$ cat config.mk
export PLATFORM = sky130hd
export DESIGN_NAME = nbit_pipelined_mac
export DESIGN_NICKNAME = d
export VERILOG_FILES = /design/src/rtl/nbit_pipelined_mac.sv
export SDC_FILE = /design/constraint.sdc
export NUM_CORES = 1
export LEC_CHECK = 0
export CAP_MARGIN = 20
export CORE_UTILIZATION = 35
export CTS_CLUSTER_DIAMETER = 200
export DETAILED_ROUTE_END_ITERATION = 6
export SLEW_MARGIN = 20
export SYNTH_ARGS = -nofsm -noshare
export SYNTH_HDL_FRONTEND = slang
export SYNTH_SLANG_ARGS = --single-unit
$ cat constraint.sdc
create_clock -name clk -period 4.6 [get_ports clk]
set_input_delay 1.38 -clock clk [delete_from_list [all_inputs] [get_ports clk]]
set_output_delay 1.38 -clock clk [all_outputs]
set_load 0.01 [all_outputs]
$ cat src/rtl/nbit_pipelined_mac.sv
// Pipelined multiply-accumulate: sign-magnitude shift-add multiplier consuming CHUNK
// multiplier bits per stage, feeding a saturating or wrapping signed accumulator.
module nbit_pipelined_mac #(
  parameter int MULTIPLIER_SIZE   = 8,
  parameter int MULTIPLICAND_SIZE = 4,
  parameter int CHUNK             = 2,
  parameter int ACC_WIDTH         = 20,
  parameter int SATURATE          = 1
) (
  input  logic                                        clk,
  input  logic                                        reset,
  input  logic [MULTIPLIER_SIZE-1:0]                  multiplier,
  input  logic [MULTIPLICAND_SIZE-1:0]                multiplicand,
  input  logic                                        load,
  input  logic                                        is_signed,
  input  logic                                        acc_clear,
  input  logic                                        hold,
  output logic [MULTIPLIER_SIZE+MULTIPLICAND_SIZE-1:0] product,
  output logic                                        load_out,
  output logic [ACC_WIDTH-1:0]                        acc_out,
  output logic                                        acc_valid,
  output logic                                        overflow
);
  localparam int P      = MULTIPLIER_SIZE + MULTIPLICAND_SIZE;
  localparam int STAGES = MULTIPLIER_SIZE / CHUNK;

  logic                         w_negA;
  logic                         w_negB;
  logic [MULTIPLIER_SIZE-1:0]   w_magA;
  logic [MULTIPLICAND_SIZE-1:0] w_magB;

  logic [MULTIPLIER_SIZE-1:0]   r_magA [0:STAGES-1];
  logic [MULTIPLICAND_SIZE-1:0] r_magB [0:STAGES-1];
  logic [P-1:0]                 r_psum [1:STAGES];
  logic [P-1:0]                 w_pp   [1:STAGES];
  logic [P-1:0]                 w_next [1:STAGES];
  logic [STAGES:0]              r_valid;
  logic [STAGES:0]              r_sign;
  logic [STAGES:0]              r_signed;
  logic [STAGES:0]              r_clear;

  logic [P-1:0]                 r_result;
  logic                         r_resValid;
  logic                         r_resSigned;
  logic                         r_resClear;
  logic [P-1:0]                 r_product;
  logic                         r_prodValid;
  logic                         r_prodSigned;
  logic                         r_prodClear;

  logic [ACC_WIDTH-1:0]         r_acc;
  logic                         r_accValid;
  logic                         r_ovf;
  logic [ACC_WIDTH-1:0]         w_ext;
  logic [ACC_WIDTH:0]           w_sum;
  logic                         w_addOvf;
  logic [ACC_WIDTH-1:0]         w_accNext;

  // Unsigned negation of the most-negative value yields 2^(N-1), which still fits N bits.
  assign w_negA = is_signed & multiplier[MULTIPLIER_SIZE-1];
  assign w_negB = is_signed & multiplicand[MULTIPLICAND_SIZE-1];
  assign w_magA = w_negA ? -multiplier : multiplier;
  assign w_magB = w_negB ? -multiplicand : multiplicand;

  generate
    for (genvar g = 1; g <= STAGES; g++) begin : g_stage
      assign w_pp[g] = ({{(P-MULTIPLICAND_SIZE){1'b0}}, r_magB[g-1]} *
                        {{(P-CHUNK){1'b0}}, r_magA[g-1][(g-1)*CHUNK +: CHUNK]}) << ((g-1)*CHUNK);
      if (g == 1) begin : g_first
        assign w_next[g] = w_pp[g];
      end else begin : g_rest
        assign w_next[g] = r_psum[g-1] + w_pp[g];
      end
    end
  endgenerate

  always_ff @(posedge clk) begin
    if (!reset) begin
      r_valid  <= '0;
      r_sign   <= '0;
      r_signed <= '0;
      r_clear  <= '0;
      for (int s = 0; s < STAGES; s++) begin
        r_magA[s] <= '0;
        r_magB[s] <= '0;
      end
      for (int s = 1; s <= STAGES; s++) r_psum[s] <= '0;
    end else if (!hold) begin
      r_valid   <= {r_valid[STAGES-1:0], load};
      r_sign    <= {r_sign[STAGES-1:0], w_negA ^ w_negB};
      r_signed  <= {r_signed[STAGES-1:0], is_signed};
      r_clear   <= {r_clear[STAGES-1:0], acc_clear};
      r_magA[0] <= w_magA;
      r_magB[0] <= w_magB;
      for (int s = 1; s < STAGES; s++) begin
        r_magA[s] <= r_magA[s-1];
        r_magB[s] <= r_magB[s-1];
      end
      for (int s = 1; s <= STAGES; s++) r_psum[s] <= w_next[s];
    end
  end

  // Signed add one bit wider than the accumulator so overflow shows as a top-bit disagreement.
  assign w_ext    = r_prodSigned ? {{(ACC_WIDTH-P){r_product[P-1]}}, r_product}
                                 : {{(ACC_WIDTH-P){1'b0}}, r_product};
  assign w_sum    = {r_acc[ACC_WIDTH-1], r_acc} + {w_ext[ACC_WIDTH-1], w_ext};
  assign w_addOvf = w_sum[ACC_WIDTH] ^ w_sum[ACC_WIDTH-1];

  always_comb begin
    w_accNext = w_sum[ACC_WIDTH-1:0];
    if (w_addOvf && (SATURATE != 0)) begin
      w_accNext = w_sum[ACC_WIDTH] ? {1'b1, {(ACC_WIDTH-1){1'b0}}}
                                   : {1'b0, {(ACC_WIDTH-1){1'b1}}};
    end
  end

  always_ff @(posedge clk) begin
    if (!reset) begin
      r_result     <= '0;
      r_resValid   <= 1'b0;
      r_resSigned  <= 1'b0;
      r_resClear   <= 1'b0;
      r_product    <= '0;
      r_prodValid  <= 1'b0;
      r_prodSigned <= 1'b0;
      r_prodClear  <= 1'b0;
      r_acc        <= '0;
      r_accValid   <= 1'b0;
      r_ovf        <= 1'b0;
    end else if (!hold) begin
      r_result     <= r_sign[STAGES] ? -r_psum[STAGES] : r_psum[STAGES];
      r_resValid   <= r_valid[STAGES];
      r_resSigned  <= r_signed[STAGES];
      r_resClear   <= r_clear[STAGES];
      if (r_resValid) r_product <= r_result;
      r_prodValid  <= r_resValid;
      r_prodSigned <= r_resSigned;
      r_prodClear  <= r_resClear;
      r_accValid   <= r_prodValid;
      if (r_prodValid) begin
        if (r_prodClear) begin
          r_acc <= w_ext;
          r_ovf <= 1'b0;
        end else begin
          r_acc <= w_accNext;
          r_ovf <= r_ovf | w_addOvf;
        end
      end
    end
  end

  assign product   = r_product;
  assign load_out  = r_prodValid & ~hold;
  assign acc_out   = r_acc;
  assign acc_valid = r_accValid & ~hold;
  assign overflow  = r_ovf;

endmodule

**After elaboration in Yosys (flattened, before gate mapping)**

Memory sizes are Yosys's and may differ from the RTL's.
Cells that the tools add are included.

- Memory bits (writable): 96
- Bits in latches: 0
- Memories: 3
- Input port bits: 18
- Logic and storage cells: 75
- Flip-flop bits (word level): 72
- ROM bits: 0
- Output and inout port bits: 35

- Add/subtract/negate cells: 7
- Multipliers: 4
- Multiplexer cells: 24
- Reduce and logical (&&, ||, !) cells: 2
- Bitwise operators: 20
- $lt $le $gt $ge: 0
- Shifts and indexed selects: 0
- Equal/unequal tests: 0
- Div/mod/pow operators: 0

Memories:

| memory | depth | width | read ports | clocked after memory_dff | write ports | RTL line | text |
|---|---|---|---|---|---|---|---|
| r_psum | 4 | 12 | 4 | 0 | 4 | 34 | `logic [P-1:0] r_psum [1:STAGES];` |
| r_magA | 4 | 8 | 4 | 0 | 4 | 32 | `logic [MULTIPLIER_SIZE-1:0] r_magA [0:STAGES-1];` |
| r_magB | 4 | 4 | 4 | 0 | 4 | 33 | `logic [MULTIPLICAND_SIZE-1:0] r_magB [0:STAGES-1];` |

Operators with widths:

| kind | count |
|---|---|
| two-way mux 20 bit | 4 |
| two-way mux 12 bit | 5 |
| two-way mux 8 bit | 5 |
| multiplier 4 x 2 -> 6 bit | 4 |
| adder 20 x 20 -> 21 bit | 1 |
| two-way mux 4 bit | 5 |
| bitwise OR 1 bit | 13 |
| adder 12 x 10 -> 12 bit | 1 |
| adder 12 bit | 1 |
| adder 12 x 8 -> 12 bit | 1 |
| negator 12 bit | 1 |
| negator 8 bit | 1 |
| two-way mux 1 bit | 5 |
| AND 1 bit | 4 |
| negator 4 bit | 1 |
| AND reduction 2 bit | 2 |
| bitwise XOR 1 bit | 2 |
| inverter 1 bit | 1 |

**Depth between registers and ports, before layout**

Gate-level depths: netlist of the first run.

- Depth in word-level cells: 5
- Mapped depth: 12
- Gate-level depth less buffers: 11

**Least setup slack after synthesis of the first run**

No wires, ideal clock.

- Kind: input -> register
- From: input hold
- To: memory r_magA[0][0], enable pin
- Path slack: 0.660 ns
- Stages: 3
- Data required time: 3.845 ns
- Library setup time: 0.755 ns
- Arrival: 3.184 ns
- Buffers on the path: 2
- Cells stage by stage: clkbuf_1 > clkbuf_1 > nand2_1

RTL lines:

| element | RTL line | text |
|---|---|---|
| start: declaration | 17 | `input logic hold,` |
| end: declaration | 32 |  |

**Final worst setup path of the first run**

- From: input hold
- To: output load_out

- Word-level cells in the longest chain between the ends: 2

Ends and longest elaborated chain:

| element | RTL line | text |
|---|---|---|
| inverter 1 bit (no line) | - |  |
| AND 1 bit | 153 | `assign load_out = r_prodValid & ~hold;` |
| end: declaration | 19 | `output logic load_out,` |

Every way passes these cells.

==> results of run 1 <==
sequential cells by signal, summed over array words and instances (netlist names), 12 cells and up:
name      flops
r_result     12
r_psum       38
acc_out      20
r_magB       16
product      12
r_magA       20
stage by stage:
stage	total power [mW]	std cells	area [um^2]
2_1_floorplan	1.594	807	7901
3_3_place_gp	1.650	1109	8690
3_5_place_dp	1.654	1109	8690
4_1_cts	3.002	1141	9271
5_1_grt	3.080	1141	9271
6_report	2.956	1141	9271
synthesized netlist by cell type, types with 6 or more instances:
cell,instances
fa_1,8
xnor2_1,23
nand2_1,64
mux2i_1,28
inv_1,19
a21o_1,17
a31oi_1,15
o21ai_0,31
xor2_1,22
clkbuf_1,31
nand2b_1,6
o211ai_1,7
ha_1,41
or3_1,6
a21oi_1,80
nor2b_1,8
nor2_1,88
nand3_1,9
and2_1,75
nor3_1,9
dfxtp_1,72
edfxtp_1,74
worst min-delay path: stages, from the launching register on:
cell and delay, ns:
dfxtp_1 0.31, nand2_1 0.05, a21oi_1 0.05
report_power, final:
group	switching [mW]	total [mW]	leakage, nW	internal [mW]
Sequential	0.0254	1.45	1.40	1.42
Clock	0.536	1.33	0.294	0.799
Combinational	0.0990	0.173	2.25	0.0737
worst min path at each step:
stage | startpoint | end | slack, ns | cells past startpoint
after global routing | r_result[11] | product[11] | 0.47 | 2
after CTS | r_result[2] | product[2] | 0.46 | 2
after floorplan | r_result[0] | product[0] | 0.43 | 2
final | r_result[2] | product[2] | 0.45 | 2
after global placement | r_result[1] | product[1] | 0.44 | 2
after detailed placement | r_result[3] | product[3] | 0.45 | 2
layer usage:
metal  vias up  share of wire
met5         -              0
met3        10          0.043
li1       2933              -
met1      2684           0.45
met2       112           0.49
met4         0         0.0099
final cells by class:
cell class              instances  area (um^2)  share of cell area
clock buffers                  22        516.7             0.05574
clock inverters                10        65.06            0.007018
inverters                      19        71.32            0.007692
multi-input cells             600         3999              0.4313
flip-flops and latches        146         3664              0.3951
well taps                     280        350.3             0.03779
repair buffers                 64        605.6             0.06532
kinds of logic after synthesis:
kind of cell               count (synthesis)
and+or+nand+nor                          281
AOI/OAI and AO/OA                        196
DFF                                      146
buffers and inverters                     61
adders and majority gates                 50
xor gates and xnor gates                  45
muxes                                     28
==> impl_metrics.toml, run 1 <==
[global_routing]
antenna_found_initial = 0
grt_usage = 0.1437
gr-max-usage-layer = "met2"
grt_pass1_wl_mm = 26.72
met3_usage = 0.03413
grt_max_degree = 75
use_met2 = 0.2429
met1_usage = 0.1772
grt_pass1_vias = 5493
grt_overflow = 0

[critical_path]
critPathLaunchType = "input pin"
critical-path-slowest-cell = "clkdlybuf4s50_1"
regToRegStartpoint = "product[0]"
critPathKind = "in -> out"
endpoint_kind = "output pin"
endpoint = "load_out"
r2r_slack_ns = 1.59
crit_chain = "buf_2 > nand2b_1 > inv_1 > clkdlybuf4s50_1"
worstSetupStartpoint = "hold"
cp_num_cells = 4
cpLargestDelayFamily = "buffers and inverters"
required_ns = 3.22
r2r.worst_path.cells = 11
rr_endpoint = "acc_out[16]"
crit_arrival_ns = 2.25
path_buf_inv = 3
critPathMaxStageDelay_ns = 0.53
cp_max_fo = 3

[floorplanning]
io_pins = 53
dieArea_um2 = 23180
fp.dieH_um = 152.3
start_util = 0.3598
row_count = 54
fp.dieW_um = 152.3
coreArea_um2 = 21960

[logic_synthesis]
synth_cell_types = 62
syn_area_per_cell_um2 = 9.791
synth-simple-area-share = 0.1740
synthTopCellsByArea = "edfxtp_1, dfxtp_1, ha_1"
synth_ff_type = "edfxtp_1"
synth_nets = 874
synth_xor_area_frac = 0.04988
synth_top_family_by_area = "simple AND/OR/NAND/NOR gates"
yosysWarningCount = 0
syn_area_um2 = 7901
postSynthCellCount = 807
synth_area_leader_cell = "edfxtp_1"
yosys.area_share.adder = 0.08662
synth_compound_area_frac = 0.1588
synth.ff_latch_count = 146
yosys.area.top_type_share = 0.2812
synth-edff-count = 74
async_flop_share = 0
yosysSeqAreaShare = 0.4637
synth_mux_area_frac = 0.03547

[clock_tree]
post_cts_resized = 0
cts-root-buf = "clkbuf_16"
cts_tree = "yes"
hold_buffers = 0
postCtsSetupBuffers = 0
cts_max_path_buffers = 2
cts.htree.levels = 4
cts_buffers = 17
clock-sinks = 146
worst_skew_pair.late_latency_ns = 0.43
clkTransAtPathRegs_ns = 0.06

[job]
maxCapViolCount = 0

[timing]
fin_crit_sh = 0.7882
holdWs_ns = 0.4521
finalSetupTns_ns = 0
skew_ns = 0.01898
relSlewSlack = 0.3869
rsz0062_at_grt = "false"
slew_violations = 0
hold_viol = 0
worst_slack_ns = 0.9742
fmax_mhz = 275.8
min_period_ns = 3.626
worst_pin_slew_ns = 0.9197
setup_viol = 0

[drt]
drc = 7
ant_nets = 0
vias = 5739
avgRoutedWirePerCell_um = 13.74
first_pass_iters = 7
routed_via_density = 5.030
drt-initial-drc-count = 203
drt_wl_total_mm = 15.67

[finish]
final_net_count = 915
mostFrequentLayoutCells = "nor2_1, a21oi_1, and2_1"
mostFrequentLayoutCell = "nor2_1"
area_delta_synth_final_pct = 17.34
drive_gt1_frac = 0.07317
final_util = 0.4222
n_antenna_cell = 0
fillers = 2133

[place]
numPortBuffers = 52
hpwl_mm = 10.99
pre_cts_ws_ns = 0.9719
gp_congestion = 0.8017

[outcome]
violations = "DRC"
outcome = "complete, but fails checks"

[pwr]
p_per_area_nw_per_um2 = 318.8
cellLeakagePower_nw = 3.942
ir_worst_vdd_uv = 144.7

[hold_path]
hold_class = "reg -> reg"
No activity file was read; power rests on OpenSTA's default activity.
==> run 2, diff against run 1 <==
==> constraint.sdc (replaced) <==
create_clock -name clk -period 3.1 [get_ports clk]
set_input_delay 0.93 -clock clk [delete_from_list [all_inputs] [get_ports clk]]
set_output_delay 0.93 -clock clk [all_outputs]
set_load 0.01 [all_outputs]
==> run 2 against run 1 <==
Effect of this change: the run still ends with DRC left; via count rose by 1.4%; routed wire length rose by 5.1%; combinational power rose by 51%; clock power rose by 49%; critical path depth rose by 7; cell count rose by 0.79%; critical path type is now reg -> reg; largest power group unchanged; sequential power rose by 48%; sequential share of layout area fell by 0.41 points.
==> impl_metrics.toml, run 2 (synthesis results as in run 1) <==
[clock_tree]
worst_skew_pair.late_latency_ns = 0.42
cts-root-buf = "clkbuf_16"
post_cts_resized = 0
cts_max_path_buffers = 2
cts_buffers = 17
hold_buffers = 0
cts.htree.levels = 4
clock-sinks = 146
clkTransAtPathRegs_ns = 0.06
postCtsSetupBuffers = 0
cts_tree = "yes"

[timing]
relSlewSlack = 0.4993
rsz0062_at_grt = "false"
fmax_mhz = 353.2
setup_viol = 0
worst_pin_slew_ns = 0.7511
hold_viol = 0
fin_crit_sh = 0.9134
slew_violations = 0
finalSetupTns_ns = 0
skew_ns = 0.01059
min_period_ns = 2.831

[global_routing]
antenna_found_initial = 0
grt_max_degree = 75
grt_usage = 0.1486
grt_overflow = 0
grt_pass1_vias = 5553
grt_pass1_wl_mm = 27.42

[outcome]
violations = "DRC"
outcome = "complete, but fails checks"

[floorplanning]
fp.dieW_um = 152.3
io_pins = 53
coreArea_um2 = 21960
fp.dieH_um = 152.3
row_count = 54
dieArea_um2 = 23180
start_util = 0.3598

[drt]
avgRoutedWirePerCell_um = 14.33
drt-initial-drc-count = 197
vias = 5819
ant_nets = 0
first_pass_iters = 7
routed_via_density = 5.060
drc = 11
drt_wl_total_mm = 16.48

[critical_path]
crit_chain = "ha_1 > inv_1 > fa_1 > nor2b_1 > o31a_1 > o211a_1 > o31a_1 > o21ai_2 > nand2_1 > o211ai_1 > a31oi_1"
critPathKind = "reg -> reg"
endpoint_kind = "register"
critPathMaxStageDelay_ns = 0.40
required_ns = 3.38
cp_max_fo = 6
critical-path-slowest-cell = "o211ai_1"
critPathLaunchType = "register"
crit_arrival_ns = 3.11
crit_top_cell = "o31a_1"

[finish]
fillers = 2101
n_antenna_cell = 0
area_delta_synth_final_pct = 18.57
mostFrequentLayoutCells = "nor2_1, a21oi_1, and2_1"
mostFrequentLayoutCell = "nor2_1"
drive_gt1_frac = 0.07931
final_cells = 1150
final_net_count = 925
top_register = "r_psum"
largest_register_ff_count = 38

[place]
gp_congestion = 0.8624
hpwl_mm = 11.50
numPortBuffers = 52
place_inst = 1119

[hold_path]
hold_class = "reg -> reg"

[job]
maxCapViolCount = 0

[pwr]
p_per_area_nw_per_um2 = 468.9
cellLeakagePower_nw = 3.977
ir_worst_vdd_uv = 331.4
[run 2: routing by layer]
layer  vias to the layer above  wire length [um]  global-route usage
li1                       2957                 -                   -
met1                      2732              7364              0.1817
met2                       113              8221              0.2620
met3                        17               675             0.03015
met4                         0               216             0.04568
met5                         -                 0                   0
[run 2: layout make-up]
type | count | area, um^2 | share of cell area
Inverter | 19 | 71.32 | 0.007612
Timing Repair Buffer | 74 | 718.2 | 0.07666
Clock inverter | 13 | 137.6 | 0.01469
Tap cell | 280 | 350.3 | 0.03739
Clock buffer | 18 | 429.2 | 0.04581
Sequential cell | 146 | 3664 | 0.3910
Multi-Input combinational cell | 600 | 3999 | 0.4268
[run 2: worst paths after layout]
kind,slack [ns],startpoint,endpoint,cells past startpoint
setup / recovery,0.27,product[0],acc_out[13],11
hold / removal,0.45,r_result[6],product[6],2
setup reg to reg,0.27,product[0],acc_out[13],11
hold reg to reg,0.45,r_result[6],product[6],2
[run 2: worst max-delay path, delay by kind of cell, from the launching register on]
family | cells | cell delay, ns
DFF | 1 | 0.33
buffers and inverters | 1 | 0.08
AOI/OAI and AO/OA | 6 | 1.55
adders and majority gates | 2 | 0.44
and+or+nand+nor | 2 | 0.30
[run 2: stage by stage]
| step | hold WS (ns) | util | area, um^2 | worst slack, ns | power, mW |
|---|---|---|---|---|---|
| CTS | 0.4588 | 0.4267 | 9369 | 0.2625 | 4.450 |
| global placement | 0.4473 | 0.4009 | 8802 | 0.3618 | 2.451 |
| finish | 0.4549 | 0.4267 | 9369 | 0.2686 | 4.393 |
| global route | 0.4916 | 0.4267 | 9369 | 0.09141 | 4.571 |
| floorplan | 0.4315 | - | 7904 | 0.3426 | 2.364 |
| detailed placement | 0.4516 | 0.4009 | 8802 | 0.2928 | 2.458 |
[run 2: power breakdown]
part           internal (mW)  switching, mW
clock                   1.18          0.804
combinational          0.113          0.149
sequential              2.11         0.0390
total                   3.40          0.992
==> run 3, diff against run 2 <==
==> constraint.sdc (replaced) <==
create_clock -name clk -period 3.1 [get_ports clk]
set_input_delay 0.93 -clock clk [delete_from_list [all_inputs] [get_ports clk]]
set_output_delay 0.93 -clock clk [all_outputs]
set_load 0.02 [all_outputs]
==> run 3 against run 2 <==
Effect of this change: the run still ends with DRC left; cell area up 0.69%; core utilization up 0.30 points; worst setup slack better by 0.034 ns; die area unchanged; non-clock buffer count up 2; maximum frequency up 1.2%; routed wire length down 2.0%; critical endpoint is now acc_out[9].
==> impl_metrics.toml, run 3 (synthesis results as in run 1) <==
[global_routing]
grt_pass1_wl_mm = 27.10
grt_usage = 0.1452
antenna_found_initial = 0
grt_overflow = 0
grt_max_degree = 57
grt_pass1_vias = 5518

[floorplanning]
fp.dieW_um = 152.3
row_count = 54
start_util = 0.3598
dieArea_um2 = 23180
coreArea_um2 = 21960
fp.dieH_um = 152.3
io_pins = 53

[timing]
skew_ns = 0.01720
fmax_mhz = 357.5
fin_crit_sh = 0.9024
rsz0062_at_grt = "false"
hold_viol = 0
slew_violations = 0
finalSetupTns_ns = 0
relSlewSlack = 0.5130
worst_slack_ns = 0.3026
setup_viol = 0
min_period_ns = 2.797
worst_pin_slew_ns = 0.7305

[pwr]
p_sw_uw = 994.9
p_per_area_nw_per_um2 = 481.3
cellLeakagePower_nw = 4.035
power_frac_seq = 0.474
p_clk_frac = 0.469
p_int_mw = 3.546
ir_worst_vdd_uv = 317.5
pwr-share-comb = 0.057
swShare = 0.2191

[place]
gp_congestion = 0.8592
hpwl_mm = 11.50
numPortBuffers = 52
pre_cts_ws_ns = 0.3218
place_inst = 1121

[drt]
first_pass_iters = 7
vias = 5798
drc = 10
avgRoutedWirePerCell_um = 14.00
drt_wl_total_mm = 16.15
drt-initial-drc-count = 255
routed_via_density = 5.029
ant_nets = 0

[finish]
final_util = 0.4296
final_cells = 1153
largest_register_ff_count = 38
n_antenna_cell = 0
mostFrequentLayoutCells = "nor2_1, a21oi_1, and2_1"
top_register = "r_psum"
area_delta_synth_final_pct = 19.40
fillers = 2121
drive_gt1_frac = 0.08477
mostFrequentLayoutCell = "nor2_1"
final_net_count = 927

[clock_tree]
worst_skew_pair.late_latency_ns = 0.43
cts_buffers = 17
post_cts_resized = 0
clkTransAtPathRegs_ns = 0.06
cts_max_path_buffers = 2
postCtsSetupBuffers = 0
cts_tree = "yes"
cts-root-buf = "clkbuf_16"
hold_buffers = 0
cts.htree.levels = 4
clock-sinks = 146

[critical_path]
critPathMaxStageDelay_ns = 0.40
crit_chain = "ha_1 > inv_1 > fa_1 > nor2b_1 > o31a_1 > o211a_1 > o21ai_0 > o2bb2ai_1 > a31oi_1 > buf_4 > o21ai_0 > a21oi_1"
r2r.worst_path.cells = 12
critPathLaunchType = "register"
r2r_slack_ns = 0.30
crit_arrival_ns = 3.15
regToRegStartpoint = "product[0]"
endpoint_kind = "register"
cpLargestDelayFamily = "compound AO/OA/AOI/OAI gates"
cp_num_cells = 12
rr_endpoint = "acc_out[9]"
crit_top_cell = "o21ai_0"
critPathKind = "reg -> reg"
cp_max_fo = 10
required_ns = 3.45
path_buf_inv = 2
critical-path-slowest-cell = "fa_1"

[outcome]
violations = "DRC"
outcome = "complete, but fails checks"

[hold_path]
hold_start = "r_result[7]"
hold_path_depth = 2
hold-path-endpoint = "product[7]"
hold_class = "reg -> reg"

[job]
maxCapViolCount = 0
run 3: how the worst max path moves through the flow:
stage / from / to / slack (ns)
after floorplan: hold / r_magA[0][0] / 0.34
after global placement: hold / load_out / 0.32
after detailed placement: hold / load_out / 0.32
after CTS: product[0] / acc_out[9] / 0.29
after global routing: product[0] / acc_out[2] / 0.06
final: product[0] / acc_out[9] / 0.30
run 3: power groups by stage:
stage               Combinational [mW]  Clock (mW)  Sequential (mW)
finish                           0.260        2.13             2.15
detailed placement               0.263           0             2.19
floorplan                        0.185           0             2.18
global route                     0.296        2.26             2.16
global placement                 0.259           0             2.19
CTS                              0.265        2.18             2.15
run 3: final cells by class:
type | instances | area [um^2] | area share
Clock buffer | 24 | 545.5 | 0.05782
Tap cell | 280 | 350.3 | 0.03714
Timing Repair Buffer | 76 | 720.7 | 0.07639
Sequential cell | 146 | 3664 | 0.3883
Multi-Input combinational cell | 600 | 3999 | 0.4239
Inverter | 19 | 71.32 | 0.007560
Clock inverter | 8 | 83.83 | 0.008886
run 3: worst reg2reg max path, cell delays in order, from the launching register on:
cell and delay (ns):
dfxtp_1 0.37, ha_1 0.21, inv_1 0.06, fa_1 0.40, nor2b_1 0.17, o31a_1 0.20, o211a_1 0.22, o21ai_0 0.14
o2bb2ai_1 0.20, a31oi_1 0.28, buf_4 0.24, o21ai_0 0.11, a21oi_1 0.15
run 3: per-layer routing:
metal	GRT usage	vias to the layer above	share of wire
li1	-	2967	-
met1	0.1761	2706	0.45
met2	0.2543	113	0.50
met3	0.03584	12	0.046
met4	0.04130	0	0.0098
met5	0	-	0
run 3: stage by stage:
step                      hold slack (ns)  power, mW  cell area (um^2)
after CTS                          0.4535      4.600              9434
after detailed placement           0.4453      2.456              8805
final                              0.4549      4.541              9434
after global placement             0.4430      2.450              8805
after global routing               0.4863      4.719              9434
after floorplan                    0.4316      2.364              7904
